==> config.mk <==
export PLATFORM = sky130hd
export DESIGN_NAME = restoring_divider_param
export DESIGN_NICKNAME = d
export VERILOG_FILES = /design/src/rtl/restoring_div_pkg.sv /design/src/rtl/restoring_divider_param_datapath.sv /design/src/rtl/restoring_divider_param.sv
export SDC_FILE = /design/constraint.sdc
export NUM_CORES = 1
export LEC_CHECK = 0
export ABC_AREA = 1
export ABC_CLOCK_PERIOD_IN_PS = 1800
export BUFFER_PORTS_ARGS = -buffer_cell sky130_fd_sc_hd__buf_2
export CAP_MARGIN = 0
export CORE_ASPECT_RATIO = 1.4
export CORE_MARGIN = 2
export CORE_UTILIZATION = 30
export CTS_CLUSTER_SIZE = 40
export DETAILED_ROUTE_END_ITERATION = 16
export HOLD_SLACK_MARGIN = 0.02
export SLEW_MARGIN = 20
export SYNTH_ARGS = -nofsm -noshare
export SYNTH_HDL_FRONTEND = slang
export SYNTH_SLANG_ARGS = --single-unit
==> constraint.sdc <==
create_clock -name clk -period 1.8 [get_ports clk]
set_input_delay 0.36 -clock clk [delete_from_list [all_inputs] [get_ports clk]]
set_output_delay 0.36 -clock clk [all_outputs]
set_load 0.01 [all_outputs]
==> src/rtl/restoring_div_pkg.sv <==
// Shared types and helpers for the parametrised restoring divider.
// Helpers work on MAXW-bit values; callers size-cast in and out.
package restoring_div_pkg;

  localparam int MAXW = 64;

  typedef enum logic [1:0] {
    IDLE = 2'd0,
    CALC = 2'd1,
    SIGN = 2'd2,
    DONE = 2'd3
  } state_e;

  function automatic logic [MAXW-1:0] cond_neg(
    input logic [MAXW-1:0] x,
    input logic            neg
  );
    return neg ? (~x + MAXW'(1)) : x;
  endfunction

  function automatic logic [MAXW-1:0] abs_val(
    input logic [MAXW-1:0] x,
    input logic            msb,
    input logic            sgn
  );
    return cond_neg(x, sgn & msb);
  endfunction

endpackage

==> src/rtl/restoring_divider_param_datapath.sv <==
// Operand registers, shift/subtract/restore step, iteration counter
// and sign fix-up for restoring_divider_param.
module restoring_div_datapath
  import restoring_div_pkg::*;
#(
  parameter int WIDTH = 16
) (
  input  logic             clk,
  input  logic             rst,
  input  logic             load,
  input  logic             zload,
  input  logic             step,
  input  logic             fix,
  input  logic             is_signed,
  input  logic [WIDTH-1:0] dividend,
  input  logic [WIDTH-1:0] divisor,
  output logic             cnt_zero,
  output logic [WIDTH-1:0] quotient,
  output logic [WIDTH-1:0] remainder
);

  localparam int CW = $clog2(WIDTH + 1);

  logic [WIDTH-1:0] d_q;
  logic [WIDTH-1:0] q_q;
  logic [WIDTH-1:0] dvd_q;
  logic [WIDTH:0]   r_q;
  logic [CW-1:0]    cnt_q;
  logic             negq_q;
  logic             negr_q;
  logic             zero_q;

  logic [WIDTH-1:0] dvd_abs;
  logic [WIDTH-1:0] dsr_abs;
  logic [WIDTH+1:0] r_sh;
  logic [WIDTH+1:0] trial;
  logic             lt;

  assign dvd_abs = WIDTH'(abs_val(MAXW'(dividend),
                   dividend[WIDTH-1], is_signed));
  assign dsr_abs = WIDTH'(abs_val(MAXW'(divisor),
                   divisor[WIDTH-1], is_signed));

  // Trial subtract one bit wider than the partial remainder to expose the borrow.
  assign r_sh  = {r_q, q_q[WIDTH-1]};
  assign trial = r_sh - {2'b00, d_q};
  assign lt    = trial[WIDTH+1];

  assign cnt_zero = (cnt_q == '0);

  always_ff @(posedge clk) begin
    if (rst) begin
      d_q       <= '0;
      q_q       <= '0;
      dvd_q     <= '0;
      r_q       <= '0;
      cnt_q     <= '0;
      negq_q    <= 1'b0;
      negr_q    <= 1'b0;
      zero_q    <= 1'b0;
      quotient  <= '0;
      remainder <= '0;
    end else begin
      if (load) begin
        d_q    <= dsr_abs;
        q_q    <= dvd_abs;
        dvd_q  <= dividend;
        r_q    <= '0;
        cnt_q  <= CW'(WIDTH);
        negq_q <= is_signed &
                  (dividend[WIDTH-1] ^ divisor[WIDTH-1]);
        negr_q <= is_signed & dividend[WIDTH-1];
        zero_q <= (divisor == '0);
      end
      if (zload) begin
        quotient  <= '1;
        remainder <= dividend;
      end
      if (step) begin
        r_q   <= lt ? r_sh[WIDTH:0] : trial[WIDTH:0];
        q_q   <= {q_q[WIDTH-2:0], ~lt};
        cnt_q <= cnt_q - CW'(1);
      end
      if (fix) begin
        quotient  <= zero_q ? '1 :
                     WIDTH'(cond_neg(MAXW'(q_q), negq_q));
        remainder <= zero_q ? dvd_q :
                     WIDTH'(cond_neg(MAXW'(r_q[WIDTH-1:0]), negr_q));
      end
    end
  end

endmodule

==> src/rtl/restoring_divider_param.sv <==
// Multi-cycle signed/unsigned restoring divider with valid/ready ports.
// Define RESTORING_DIV_ZERO_DETECT_EN for a one-cycle divide-by-zero path.
module restoring_divider_param
  import restoring_div_pkg::*;
#(
  parameter int WIDTH = 16
) (
  input  logic             clk,
  input  logic             rst,
  input  logic             src_valid,
  output logic             src_ready,
  input  logic             is_signed,
  input  logic [WIDTH-1:0] dividend,
  input  logic [WIDTH-1:0] divisor,
  output logic             dest_valid,
  input  logic             dest_ready,
  output logic [WIDTH-1:0] quotient,
  output logic [WIDTH-1:0] remainder,
  output logic             div_by_zero
);

  state_e state_q;
  logic   accept;
  logic   load;
  logic   zload;
  logic   step;
  logic   fix;
  logic   cnt_zero;

  assign src_ready  = (state_q == IDLE);
  assign dest_valid = (state_q == DONE);
  assign accept     = src_valid & src_ready;

`ifdef RESTORING_DIV_ZERO_DETECT_EN
  logic dbz_q;

  assign zload = accept & (divisor == '0);

  always_ff @(posedge clk) begin
    if (rst)
      dbz_q <= 1'b0;
    else if (accept)
      dbz_q <= (divisor == '0);
  end

  assign div_by_zero = dbz_q;
`else
  assign zload       = 1'b0;
  assign div_by_zero = 1'b0;
`endif

  assign load = accept & ~zload;
  assign step = (state_q == CALC) & ~cnt_zero;
  assign fix  = (state_q == SIGN);

  always_ff @(posedge clk) begin
    if (rst) begin
      state_q <= IDLE;
    end else begin
      unique case (state_q)
        IDLE: if (accept) state_q <= zload ? DONE : CALC;
        CALC: if (cnt_zero) state_q <= SIGN;
        SIGN: state_q <= DONE;
        DONE: if (dest_ready) state_q <= IDLE;
      endcase
    end
  end

  restoring_div_datapath #(
    .WIDTH(WIDTH)
  ) u_dp (
    .clk      (clk),
    .rst      (rst),
    .load     (load),
    .zload    (zload),
    .step     (step),
    .fix      (fix),
    .is_signed(is_signed),
    .dividend (dividend),
    .divisor  (divisor),
    .cnt_zero (cnt_zero),
    .quotient (quotient),
    .remainder(remainder)
  );

endmodule
After elaboration in Yosys (flattened, before gate mapping):

Index checks and enable logic that the tools add are counted.

* register bits: 107
* output and inout port bits: 35
* word-level logic and storage cells: 57

* bitwise logic cells: 12
* eq/ne operators: 6
* $add $sub $neg: 6
* mux-type cells: 17
* reductions and logical operators: 5

Operators with widths (count)
* $mux W16: 8
* $add A16 B1 Y16 const B: 4
* $not A16 Y16: 4
* $mux W17: 3
* $sub A18 B16 Y18: 1
* $logic_not A16 Y1: 1
* $mux W5: 2
* $pmux W2 S4: 1
* $mux W2: 3
* $and A1 B1 Y1: 5
* $logic_not A5 Y1: 1
* $sub A5 B1 Y5 const B: 1
* $eq A2 B2 Y1 const B: 2
* $ne A2 B1 Y1 const B: 2
* $reduce_and A3 Y1: 1
* $eq A2 B1 Y1 const B: 1
* $logic_not A2 Y1: 1
* $ne A2 B2 Y1 const B: 1
* $not A1 Y1: 2
* $reduce_bool A2 Y1: 1
* $xor A1 B1 Y1: 1

Longest topological paths before layout:

* depth after elaboration: 5
* gate-level depth with buffers: 15

Modules after synthesis:

From an unflattened synthesis, not the netlist that was laid out.

* cell total of the unflattened synthesis: 1088
* area, all modules: 7284.5 um2

Modules (own cells, without submodules)
* restoring_div_datapath: times used 1, cells an instance 1058, seq. area each 2102.0 um2, area each 7089.3 um2
* restoring_divider_param: times used 1, cells an instance 30, seq. area each 40.0 um2, area each 195.2 um2

Worst setup path after synthesis:

No wires, ideal clock.

* path type: reg2reg
* start point: reg u_dp.r_q[6]
* end point: reg u_dp.r_q[8]
* data arrival time: 1.664 ns
* data required time: 1.668 ns
* path slack: 0.003 ns
* buffers on the path: 1
* clock period less this slack: 1.797 ns
* cell stages (with the launch flop): 15
* cell sequence: dfxtp_1 -> ha_1 -> nand2_2 -> inv_1 -> nand2_1 -> nand2_2 -> inv_2 -> nand3_2 -> nand2_4 -> nand2_4 -> nand2_4 -> buf_6 -> nand3_1 -> nand3_1 -> a21oi_1

* cells in the longest elaborated chain, start to end: 3

Ends and longest elaborated chain
* from (decl): line restoring_divider_param_datapath.sv:27 `logic [WIDTH:0] r_q;`
* from (signal assigned): line restoring_divider_param_datapath.sv:80 `r_q <= lt ? r_sh[WIDTH:0] : trial[WIDTH:0];`
* $sub A18 B16 Y18: line restoring_divider_param_datapath.sv:46 `assign trial = r_sh - {2'b00, d_q};`
* $mux W17: line restoring_divider_param_datapath.sv:80
* $mux W17: line restoring_divider_param_datapath.sv:79 `if (step) begin`

Every way passes these cells.
A chain may end at the register's enable or synchronous reset.

Worst setup path after layout:

* start point: reg u_dp.d_q[8]
* end point: reg u_dp.r_q[16]

* cells in the longest elaborated chain, start to end: 3

Ends and longest elaborated chain
* from (decl): line restoring_divider_param_datapath.sv:24 `logic [WIDTH-1:0] d_q;`
* from (signal assigned): line restoring_divider_param_datapath.sv:65 `d_q <= dsr_abs;`
* $sub A18 B16 Y18: line restoring_divider_param_datapath.sv:46
* $mux W17: line restoring_divider_param_datapath.sv:80
* $mux W17: line restoring_divider_param_datapath.sv:79

Every way passes these cells.

==> run metrics <==
CTS Buffer Depth=2; P&R area growth vs syn=44.6%; share of the yosys chip area belonging to registers=0.308; die area=around 24000 um^2; leakage power=around 4.7 nW; Core Util, Final=0.443; failing checks=setup timing; Final Instance Area=~10000 um^2; skew final=around 0.0097 ns; Hold Buf Count CTS=0; Mapped Nets=1143; Arrival @ worst endpoint=approximately 2.3 ns; Post-Syn Area=around 7000 um^2; CP Launch Type=flip-flop; RSZ-0062 raised after global routing=true; Slew Limit Fails=0; Vert. Die Dim=roughly 180 um; core area=22700 um^2; maximum fanout along the worst path=8; number of buffers created by CTS=9; GR peak layer=met2; CP endpoint kind=flip-flop; final setup fails=18; Final WS setup=-0.196 ns; measured slew at the worst slew-check pin=approximately 0.8 ns; f_max=around 500 MHz; routed len/inst=approximately 16 um; Iter 0 DRT Violations=338; IO buf count=70; Clock transition at path regs=around 0.08 ns; critical path class=reg2reg; Synth top cells by count=nand2_1, inv_1, dfxtp_1, a21oi_1, nand3_1; worst ir drop on vdd=about 700 uV; top_reg_cell synth=dfxtp_1; final hold vios=0; H-tree Lvls=3; PwrDens=about 1400 nW/um^2; cells after synthesis=1080; Worst slew margin=0.461; Yosys top cell by area=dfxtp_1; Detailed Route WL=around 25 mm; hold path cells=2; first-pass GRT wire length=37.9 mm; most numerous cell in the Yosys netlist=nand2_1; number of flops mapped to enable cells by yosys=0; fin crit period=between 1.5 and 2 ns; via count=7944; first-pass iteration count of the detailed router=5; clock latency on the worst-skew pair=about 0.36 ns; worst min path class=in2reg; Syn Area/Cell=between 6 and 7 um^2; Overflow after GRT=0; status=finished with violations; I/O pin count=72; # diodes=0; GRT Util Overall=0.194; Detailed Place HPWL=about 17 mm; GR Util met1=0.197; Async SR Flop Fraction=0; GPL Wtd Cong=approximately 0.9; GR Util met2=0.375; fillcell total=2231; Initial Util=0.307; M3 GR Usage=0.0209; CTS tree=done; Syn. warnings=0; Die Width=133 um; Distinct cells, synth=between 40 and 50; DRT antenna net count=0; Synth Register Bits=between 100 and 150; Register-to-Register Path Depth=14; largest net degree at the start of global routing=between 50 and 60; nets@finish=approximately 1300; antenna violations before repair=0; share of cells above drive strength 1=0.361; Max-Cap Viols=0; Tcrit/Tclk final=1.11; CTS sink cnt=about 110; CTS root buf=clkbuf_16; vias in the first global route=7751; Area contributors post-synth=dfxtp_1, nand2_1, inv_1, a21oi_1, nand3_1; row count=65; DRC=0; Post-DP Area=~8400 um^2; Avg Vias per Cell=slightly above 5; required time of the critical path=around 2.1 ns; Synth top area share=0.308
[cell families after synthesis]
family | synth area share
AOI/OAI and AO/OA | 0.172
xor gates and xnor gates | 0.0340
adders and majority gates | 0.0478
buffers and inverters | 0.119
DFF | 0.308
other | 0.000539
and+or+nand+nor | 0.318
[final timing paths]
check	from	endpoint	slack [ns]
hold reg to reg	u_dp.dvd_q[7]	u_dp.dvd_q[7]	0.46
setup / recovery	u_dp.d_q[8]	u_dp.r_q[16]	-0.20
hold / removal	rst	u_dp.q_q[14]	0.26
setup reg to reg	u_dp.d_q[8]	u_dp.r_q[16]	-0.20
[registers in the layout, summed over array words and instances (netlist names)]
| register | flops |
|---|---|
| u_dp.d_q | 16 |
| u_dp.zero_q | 1 |
| u_dp.remainder | 16 |
| u_dp.r_q | 17 |
| u_dp.quotient | 16 |
| u_dp.negq_q | 1 |
| u_dp.q_q | 16 |
| state_q | 2 |
| u_dp.negr_q | 1 |
| u_dp.dvd_q | 16 |
| u_dp.cnt_q | 5 |
[worst max-delay path, stage by stage (launching register included)]
cell and delay [ns]:
dfxtp_2 0.35, inv_2 0.05, ha_4 0.26, nand2_2 0.08, nand2_2 0.06, inv_1 0.06, nand2_2 0.06, inv_2 0.07
nand3_4 0.10, nand2_8 0.11, buf_12 0.14, nand3_4 0.17, nand3_4 0.15, nand3_4 0.08, a21oi_2 0.16
[final cells by class]
type,count,area (um^2),share of cell area
Inverter,162,624,0.0621
Clock buffer,9,225,0.0224
Sequential cell,107,2190,0.218
Tap cell,301,377,0.0374
Timing Repair Buffer,211,1560,0.155
Clock inverter,7,71.3,0.00709
Multi-Input combinational cell,777,5010,0.498
[what timing repair did]
item / 4_1_cts / 5_1_grt
gates cloned: 10 / 0
resized for setup: 121 / 129
endpoints found under the setup margin: 32 / 67
pin swaps: 38 / 75
endpoints found under the hold margin: 0 / 0
buffers inserted: 10 / 18
[power by group]
group / internal (W) / leakage [nW] / switching, W
registers: 0.00292 / 0.889 / 0.000423
clock network: 0.000981 / 0.145 / 0.00104
logic: 0.00385 / 3.63 / 0.00536
[cells in the final DEF, fill, tap and decap left out, types with 8 or more instances in the layout]
| cell type | n |
|---|---|
| a31oi_1 | 21 |
| xor2_1 | 19 |
| ha_4 | 18 |
| nand2_8 | 8 |
| nand2_2 | 33 |
| buf_4 | 124 |
| inv_1 | 127 |
| nand3b_1 | 8 |
| nand3_4 | 15 |
| buf_12 | 10 |
| nand3_2 | 50 |
| inv_2 | 30 |
| buf_2 | 70 |
| nand3_1 | 46 |
| a21oi_2 | 10 |
| o21ai_0 | 65 |
| dfxtp_1 | 76 |
| nor2_1 | 66 |
| o21ai_1 | 9 |
| dfxtp_2 | 27 |
| xnor2_1 | 8 |
| nor3_1 | 11 |
| a21oi_1 | 89 |
| nand2_1 | 229 |
| o211ai_1 | 8 |
| clkbuf_16 | 9 |
| nand2_4 | 9 |
[layer usage]
layer | share of wire | vias up | wire length, um
met5 | 0 | - | 0
met4 | 0.069 | 0 | 1710
met3 | 0.038 | 106 | 945
met2 | 0.53 | 235 | 13200
met1 | 0.36 | 3690 | 9040
li1 | - | 3913 | -
[per-stage QoR]
step	setup slack, ns	cells	power (W)	setup TNS (ns)	hold slack [ns]
final	-0.196	1574	0.0146	-1.76	0.262
after global routing	-0.281	1574	0.0156	-3.83	0.274
after CTS	-0.0902	1557	0.0132	-1.13	0.265
after detailed placement	-0.165	1522	0.00982	-2.82	0.449
after global placement	-0.138	1522	0.00975	-2.22	0.441
after floorplan	0.00343	1080	0.00751	0	0.430
No activity file was read; power rests on OpenSTA's default activity.
